## src/rtl/hilo_pkg.sv

```systemverilog
// ----------------------------------------------------------------------------
// hilo_pkg : op encoding, FSM states and constants for the HI/LO mul/div unit
// Rev 1.0
// ----------------------------------------------------------------------------
`default_nettype none

package hilo_pkg;

    localparam int DIV_CYCLES = 32;

    localparam logic [2:0] OP_MULT  = 3'd0;
    localparam logic [2:0] OP_MULTU = 3'd1;
    localparam logic [2:0] OP_DIV   = 3'd2;
    localparam logic [2:0] OP_DIVU  = 3'd3;
    localparam logic [2:0] OP_MADD  = 3'd4;
    localparam logic [2:0] OP_MSUB  = 3'd5;

    // Divide by zero: LO saturates, HI returns the dividend unchanged
    localparam logic [31:0] DIVZ_LO = 32'hFFFF_FFFF;

    typedef enum logic [1:0] {
        ST_IDLE  = 2'd0,
        ST_MUL   = 2'd1,
        ST_DIV   = 2'd2,
        ST_WRITE = 2'd3
    } state_t;

    function automatic logic op_legal(input logic [2:0] op);
        return (op <= OP_MSUB);
    endfunction

    function automatic logic op_is_div(input logic [2:0] op);
        return (op == OP_DIV) || (op == OP_DIVU);
    endfunction

    function automatic logic op_is_signed(input logic [2:0] op);
        return (op != OP_MULTU) && (op != OP_DIVU);
    endfunction

endpackage

`default_nettype wire

```

## src/rtl/muldiv_div_step.sv

```systemverilog
// ----------------------------------------------------------------------------
// muldiv_div_step : one combinational restoring-division step on {rem, quo}
// Rev 1.0
// ----------------------------------------------------------------------------
`default_nettype none

module muldiv_div_step (
    input  logic [31:0] rem_i,
    input  logic [31:0] quo_i,
    input  logic [31:0] div_i,
    output logic [31:0] rem_o,
    output logic [31:0] quo_o
);

    logic [32:0] w_shift;
    logic        w_ge;

    assign w_shift = {rem_i, quo_i[31]};
    assign w_ge    = (w_shift >= {1'b0, div_i});
    // When w_ge holds the true difference is below the divisor, so 32 bits suffice
    assign rem_o   = w_ge ? (w_shift[31:0] - div_i) : w_shift[31:0];
    assign quo_o   = {quo_i[30:0], w_ge};

endmodule

`default_nettype wire

```

## src/rtl/hilo_muldiv_ctrl.sv

```systemverilog
// ----------------------------------------------------------------------------
// hilo_muldiv_ctrl : multi-cycle mult/div/madd/msub sequencer owning the HI/LO
// write port. Optional macro MULDIV_EARLY_OUT_EN shortens trivial divides.
// Rev 1.0
// ----------------------------------------------------------------------------
`default_nettype none

module hilo_muldiv_ctrl #(
    parameter int MUL_LATENCY = 4,
    parameter int DIV_CYCLES  = hilo_pkg::DIV_CYCLES
) (
    input  logic        Clk,
    input  logic        Rst,
    input  logic        Start,
    input  logic [2:0]  Op,
    input  logic [31:0] OpA,
    input  logic [31:0] OpB,
    input  logic        HiLoRead,
    input  logic [63:0] HiLoIn,
    input  logic        MoveHiWe,
    input  logic        MoveLoWe,
    input  logic [31:0] MoveData,
    output logic [1:0]  HiLoWe,
    output logic [31:0] HiOut,
    output logic [31:0] LoOut,
    output logic        Busy,
    output logic        Stall,
    output logic        DivZero
);

    import hilo_pkg::*;

    localparam int CNT_W = 5;

    state_t            state_q, state_d;
    logic [CNT_W-1:0]  cnt_q, cnt_d;
    logic [2:0]        op_q, op_d;
    logic [31:0]       a_q, a_d;
    logic [31:0]       b_q, b_d;
    logic [31:0]       rem_q, rem_d;
    logic [31:0]       quo_q, quo_d;
    logic [31:0]       dvs_q, dvs_d;
    logic [63:0]       res_q, res_d;
    logic              early_q, early_d;

    logic        w_accept;
    logic        w_move;
    logic        w_in_signed;
    logic [31:0] w_abs_a;
    logic [31:0] w_abs_b;
    logic        w_early;
    logic [63:0] w_ext_a;
    logic [63:0] w_ext_b;
    logic [63:0] w_prod;
    logic [31:0] w_step_rem;
    logic [31:0] w_step_quo;
    logic [31:0] w_quo_fix;
    logic [31:0] w_rem_fix;
    logic [63:0] w_div_res;
    logic [63:0] w_wr_data;

    assign w_accept    = (state_q == ST_IDLE) && Start && op_legal(Op);
    assign w_move      = ~Rst & (MoveHiWe | MoveLoWe);

    assign w_in_signed = op_is_signed(Op);
    assign w_abs_a     = (w_in_signed && OpA[31]) ? (32'd0 - OpA) : OpA;
    assign w_abs_b     = (w_in_signed && OpB[31]) ? (32'd0 - OpB) : OpB;

`ifdef MULDIV_EARLY_OUT_EN
    assign w_early = (w_abs_b > w_abs_a) || (OpB == 32'd0);
`else
    assign w_early = 1'b0;
`endif

    // Low 64 bits of the extended product are correct for both signednesses
    assign w_ext_a = op_is_signed(op_q) ? {{32{a_q[31]}}, a_q} : {32'd0, a_q};
    assign w_ext_b = op_is_signed(op_q) ? {{32{b_q[31]}}, b_q} : {32'd0, b_q};
    assign w_prod  = w_ext_a * w_ext_b;

    muldiv_div_step u_div_step (
        .rem_i (rem_q),
        .quo_i (quo_q),
        .div_i (dvs_q),
        .rem_o (w_step_rem),
        .quo_o (w_step_quo)
    );

    assign w_quo_fix = ((op_q == OP_DIV) && (a_q[31] ^ b_q[31])) ? (32'd0 - w_step_quo) : w_step_quo;
    assign w_rem_fix = ((op_q == OP_DIV) && a_q[31]) ? (32'd0 - w_step_rem) : w_step_rem;

    always_comb begin
        if (b_q == 32'd0) begin
            w_div_res = {a_q, DIVZ_LO};
        end else if (early_q) begin
            w_div_res = {a_q, 32'd0};
        end else begin
            w_div_res = {w_rem_fix, w_quo_fix};
        end
    end

    // HiLoIn is sampled in WRITE itself so any older move has already landed
    always_comb begin
        case (op_q)
            OP_MADD: w_wr_data = HiLoIn + res_q;
            OP_MSUB: w_wr_data = HiLoIn - res_q;
            default: w_wr_data = res_q;
        endcase
    end

    always_ff @(posedge Clk or posedge Rst) begin
        if (Rst) begin
            state_q <= ST_IDLE;
            cnt_q   <= '0;
            op_q    <= '0;
            a_q     <= '0;
            b_q     <= '0;
            rem_q   <= '0;
            quo_q   <= '0;
            dvs_q   <= '0;
            res_q   <= '0;
            early_q <= 1'b0;
        end else begin
            state_q <= state_d;
            cnt_q   <= cnt_d;
            op_q    <= op_d;
            a_q     <= a_d;
            b_q     <= b_d;
            rem_q   <= rem_d;
            quo_q   <= quo_d;
            dvs_q   <= dvs_d;
            res_q   <= res_d;
            early_q <= early_d;
        end
    end

    always_comb begin
        state_d = state_q;
        cnt_d   = cnt_q;
        op_d    = op_q;
        a_d     = a_q;
        b_d     = b_q;
        rem_d   = rem_q;
        quo_d   = quo_q;
        dvs_d   = dvs_q;
        res_d   = res_q;
        early_d = early_q;
        case (state_q)
            ST_IDLE: begin
                if (w_accept) begin
                    op_d    = Op;
                    a_d     = OpA;
                    b_d     = OpB;
                    early_d = 1'b0;
                    if (op_is_div(Op)) begin
                        state_d = ST_DIV;
                        rem_d   = '0;
                        quo_d   = w_abs_a;
                        dvs_d   = w_abs_b;
                        if (w_early) begin
                            cnt_d   = '0;
                            early_d = 1'b1;
                        end else begin
                            cnt_d = CNT_W'(DIV_CYCLES - 1);
                        end
                    end else begin
                        state_d = ST_MUL;
                        cnt_d   = CNT_W'(MUL_LATENCY - 1);
                    end
                end
            end
            ST_MUL: begin
                if (cnt_q == '0) begin
                    state_d = ST_WRITE;
                    res_d   = w_prod;
                end else begin
                    cnt_d = cnt_q - CNT_W'(1);
                end
            end
            ST_DIV: begin
                rem_d = w_step_rem;
                quo_d = w_step_quo;
                if (cnt_q == '0) begin
                    state_d = ST_WRITE;
                    res_d   = w_div_res;
                end else begin
                    cnt_d = cnt_q - CNT_W'(1);
                end
            end
            ST_WRITE: begin
                // A WB move owns the port this cycle; our result retries next cycle
                if (!w_move) begin
                    state_d = ST_IDLE;
                end
            end
            default: state_d = ST_IDLE;
        endcase
    end

    always_comb begin
        HiLoWe  = 2'b00;
        HiOut   = 32'd0;
        LoOut   = 32'd0;
        DivZero = 1'b0;
        if (w_move) begin
            HiLoWe = {MoveHiWe, MoveLoWe};
            HiOut  = MoveData;
            LoOut  = MoveData;
        end else if (state_q == ST_WRITE) begin
            HiLoWe  = 2'b11;
            HiOut   = w_wr_data[63:32];
            LoOut   = w_wr_data[31:0];
            DivZero = op_is_div(op_q) && (b_q == 32'd0);
        end
    end

    assign Busy  = (state_q != ST_IDLE);
    assign Stall = Busy & ((Start & op_legal(Op)) | HiLoRead);

endmodule

`default_nettype wire
```

## config.mk

```make
export PLATFORM = sky130hd
export DESIGN_NAME = hilo_muldiv_ctrl
export DESIGN_NICKNAME = d
export VERILOG_FILES = /design/src/rtl/hilo_pkg.sv /design/src/rtl/muldiv_div_step.sv /design/src/rtl/hilo_muldiv_ctrl.sv
export SDC_FILE = /design/constraint.sdc
export NUM_CORES = 2
export LEC_CHECK = 0
export ABC_CLOCK_PERIOD_IN_PS = 16300
export CAP_MARGIN = 5
export CORE_MARGIN = 5
export CORE_UTILIZATION = 65
export CTS_CLUSTER_DIAMETER = 60
export DETAILED_ROUTE_END_ITERATION = 6
export PLACE_DENSITY = 0.81
export SYNTH_ARGS = -nofsm -noshare
export SYNTH_HDL_FRONTEND = slang
export SYNTH_SLANG_ARGS = --single-unit
```

## constraint.sdc

```tcl
create_clock -name Clk -period 16.3 [get_ports Clk]
set_clock_uncertainty 0.05 [all_clocks]
set_input_delay 2.445 -clock Clk [delete_from_list [all_inputs] [get_ports Clk]]
set_output_delay 2.445 -clock Clk [all_outputs]
set_load 0.02 [all_outputs]
```

==> results.cfg <==
[run_status]
status = complete, no violations

[clock_network]
root_buffer = clkbuf_16
clkTransAtPathRegs_ns = 0.07
postCtsHoldBufs = 0
htreeDepth = 1
clk_latency_ns = 0.56
cts_resized = 0
cts_sinks = 234
post_cts_buffers = 0
cts_made_buffers = 29
cts_tree = built
clock_path_buffers = 3

[timing]
finalWorstPathRequiredPeriod_ns = 11.27
finalMaxSlewViolations = 0
holdWs_ns = 0.438
slew_headroom = 0.180
max_freq_mhz = 88.7
finalSetupViolations = 0
fin_tns_setup_ns = 0
period_share = 0.691
tightest_slew_ns = 1.22
rsz0062_at_grt = false
hold_viol = 0

[floorplan]
rows = 118
start_util = 0.656
die_width_um = 334
die_area_um2 = 112000
core-area_um2 = 104000
fp.dieH_um = 334
pin_count = 238

[drt]
routed_wl_mm = 226
ant_nets = 0
dr.pass1.iters = 7
vias = 56295
drc = 0
routedWlPerCell_um = 24.4
avgViaCountPerCell = 6.07
drt_iter0_drc = 6132

[worst_setup_path]
cp_num_buf_inv = 6
rr_endpoint = res_q[63]
cp_slowest_cell = fa_1
arrival_ns = 11.65
endpoint_kind = register
critPathRequiredTime_ns = 16.68
cp_common_cell = fa_1
criticalPathCategory = reg2reg
r2r_slack_ns = 5.03
crit_family = adder cells
reg2reg_depth = 32
max_stage_delay_ns = 0.88
crit_fanout = 24
cp-start-kind = register
rr_startpoint = op_q[2]

[hold_path]
worstHoldStart = dvs_q[10]
worstHoldEndpoint = dvs_q[10]
hold_path_class = reg2reg
hold-path-cell-count = 2

[grt]
antenna_found_initial = 25
grt_overflow = 0
track_usage = 0.408
grt_pass1_wl_mm = 348
grt_pass1_vias = 58733
grt_max_degree = 108

[logic_synthesis]
syn_inst = 7919
synth-seq-cells = 234
syn_avg_cell_area_um2 = 8.61
synth_area_um2 = 68200
ys.flop_type = dfrtp_1
ys_top_cells_by_area = fa_1 (42%), inv_1 (9.0%), dfrtp_1 (8.6%)
synth.top_cell.area_share = 0.417
yosysTopAreaCell = fa_1
synth_warnings = 0
async_flop_share = 1.00
synth_edf_count = 0
syn_nets = 9924
yosys.cell_types.count = 96
ys_seq_area_frac = 0.0859

[placement]
place_congestion = 1.04
placedCellCount = 9209
numPortBuffers = 237
hpwl_mm = 181

[finish]
syn2layout_area_growth_pct = 6.22
fin_nets = 9866
drive_gt1_frac = 0.0273
final_cells = 9277
final_core_util = 0.697
nFillCells = 8238

[run]
maxCapViolCount = 0
==> cell usage after synthesis (all sizes together) (49+ instances only) <==
cell type and number:
nand2 1285, a21o 127, xnor2 227, clkbuf 391
dfrtp 234, xor2 142, and2 357, o21ai 348
nor2 267, ha 415, and3 51, nor3 49
fa 1421, inv 1631, a21oi 305
==> worst max path at each step <==
stage	slack (ns)	from	cells past startpoint	to
after floorplan	5.90	Rst	2	HiLoWe[0]
after detailed placement	5.15	op_q[2]	32	res_q[63]
after global placement	5.28	op_q[2]	32	res_q[63]
final	5.03	op_q[2]	32	res_q[63]
after global routing	4.43	op_q[2]	32	res_q[63]
after CTS	5.12	op_q[2]	32	res_q[63]
==> metal layers <==
metal	track usage	vias up	share of wire
met5	0	-	0.00011
met4	0.206	4	0.066
met3	0.0922	747	0.12
met2	0.630	3416	0.44
met1	0.549	28046	0.38
li1	-	24082	-
==> logic make-up after synthesis <==
kind of cell	Yosys count	synth area share
AND/OR/NAND/NOR	2259	0.152
buffers and inverters	2056	0.114
adder cells (fa/ha/maj)	1838	0.494
AO/OA/AOI/OAI	1132	0.103
XOR/XNOR	369	0.0474
flip-flops	234	0.0859
multiplexers	31	0.00460
==> state kept, by name, indices dropped and copies added, names as in the netlist <==
signal   flops
rem_q       32
a_q         32
b_q         32
state_q      2
dvs_q       32
quo_q       32
op_q         3
cnt_q        5
res_q       64
==> placed cells by master (no fill, tap or decap), drive strengths merged, types with 12 or more instances in the layout <==
cell              n
o21bai           25
xor2            142
o22ai            32
nor3             49
o21ai           348
o31ai            31
diode            14
and2            357
nor2            267
nand4            29
or3              28
fa             1421
a21oi           305
dfrtp           234
inv            1635
nand3            37
nor4             35
o211ai           38
nand2b           31
clkdlybuf4s50   237
ha              415
nand2          1285
xnor2           227
buf              98
clkbuf           37
a211oi           27
mux2i            28
o41ai            12
a21o            127
o21a             31
a31oi            42
and3             51
nor2b            27
==> area by class of cell <==
class | count | area [um^2] | share of cell area
sequential | 234 | 5860 | 0.0809
tap | 1380 | 1730 | 0.0238
multi-input combinational | 5629 | 54600 | 0.754
timing repair buffer | 335 | 3120 | 0.0430
clock buffer | 37 | 796 | 0.0110
clock inverter | 16 | 136 | 0.00188
inverter | 1632 | 6130 | 0.0847
antenna | 14 | 35.0 | 0.000484
==> stage by stage <==
step | setup WS [ns] | area [um^2]
2_1_floorplan | 5.90 | 68200
3_3_place_gp | 5.28 | 71500
3_5_place_dp | 5.15 | 71500
4_1_cts | 5.12 | 72400
5_1_grt | 4.43 | 72400
6_report | 5.03 | 72400
==> tightest hold or removal path: stages, from the launching register on <==
cell	delay (ns)
dfrtp_1	0.35
nand2_1	0.05
o21ai_0	0.06
Power is not shown: default switching activity piles up to over one toggle a cycle in this logic, so the estimate is an artifact.
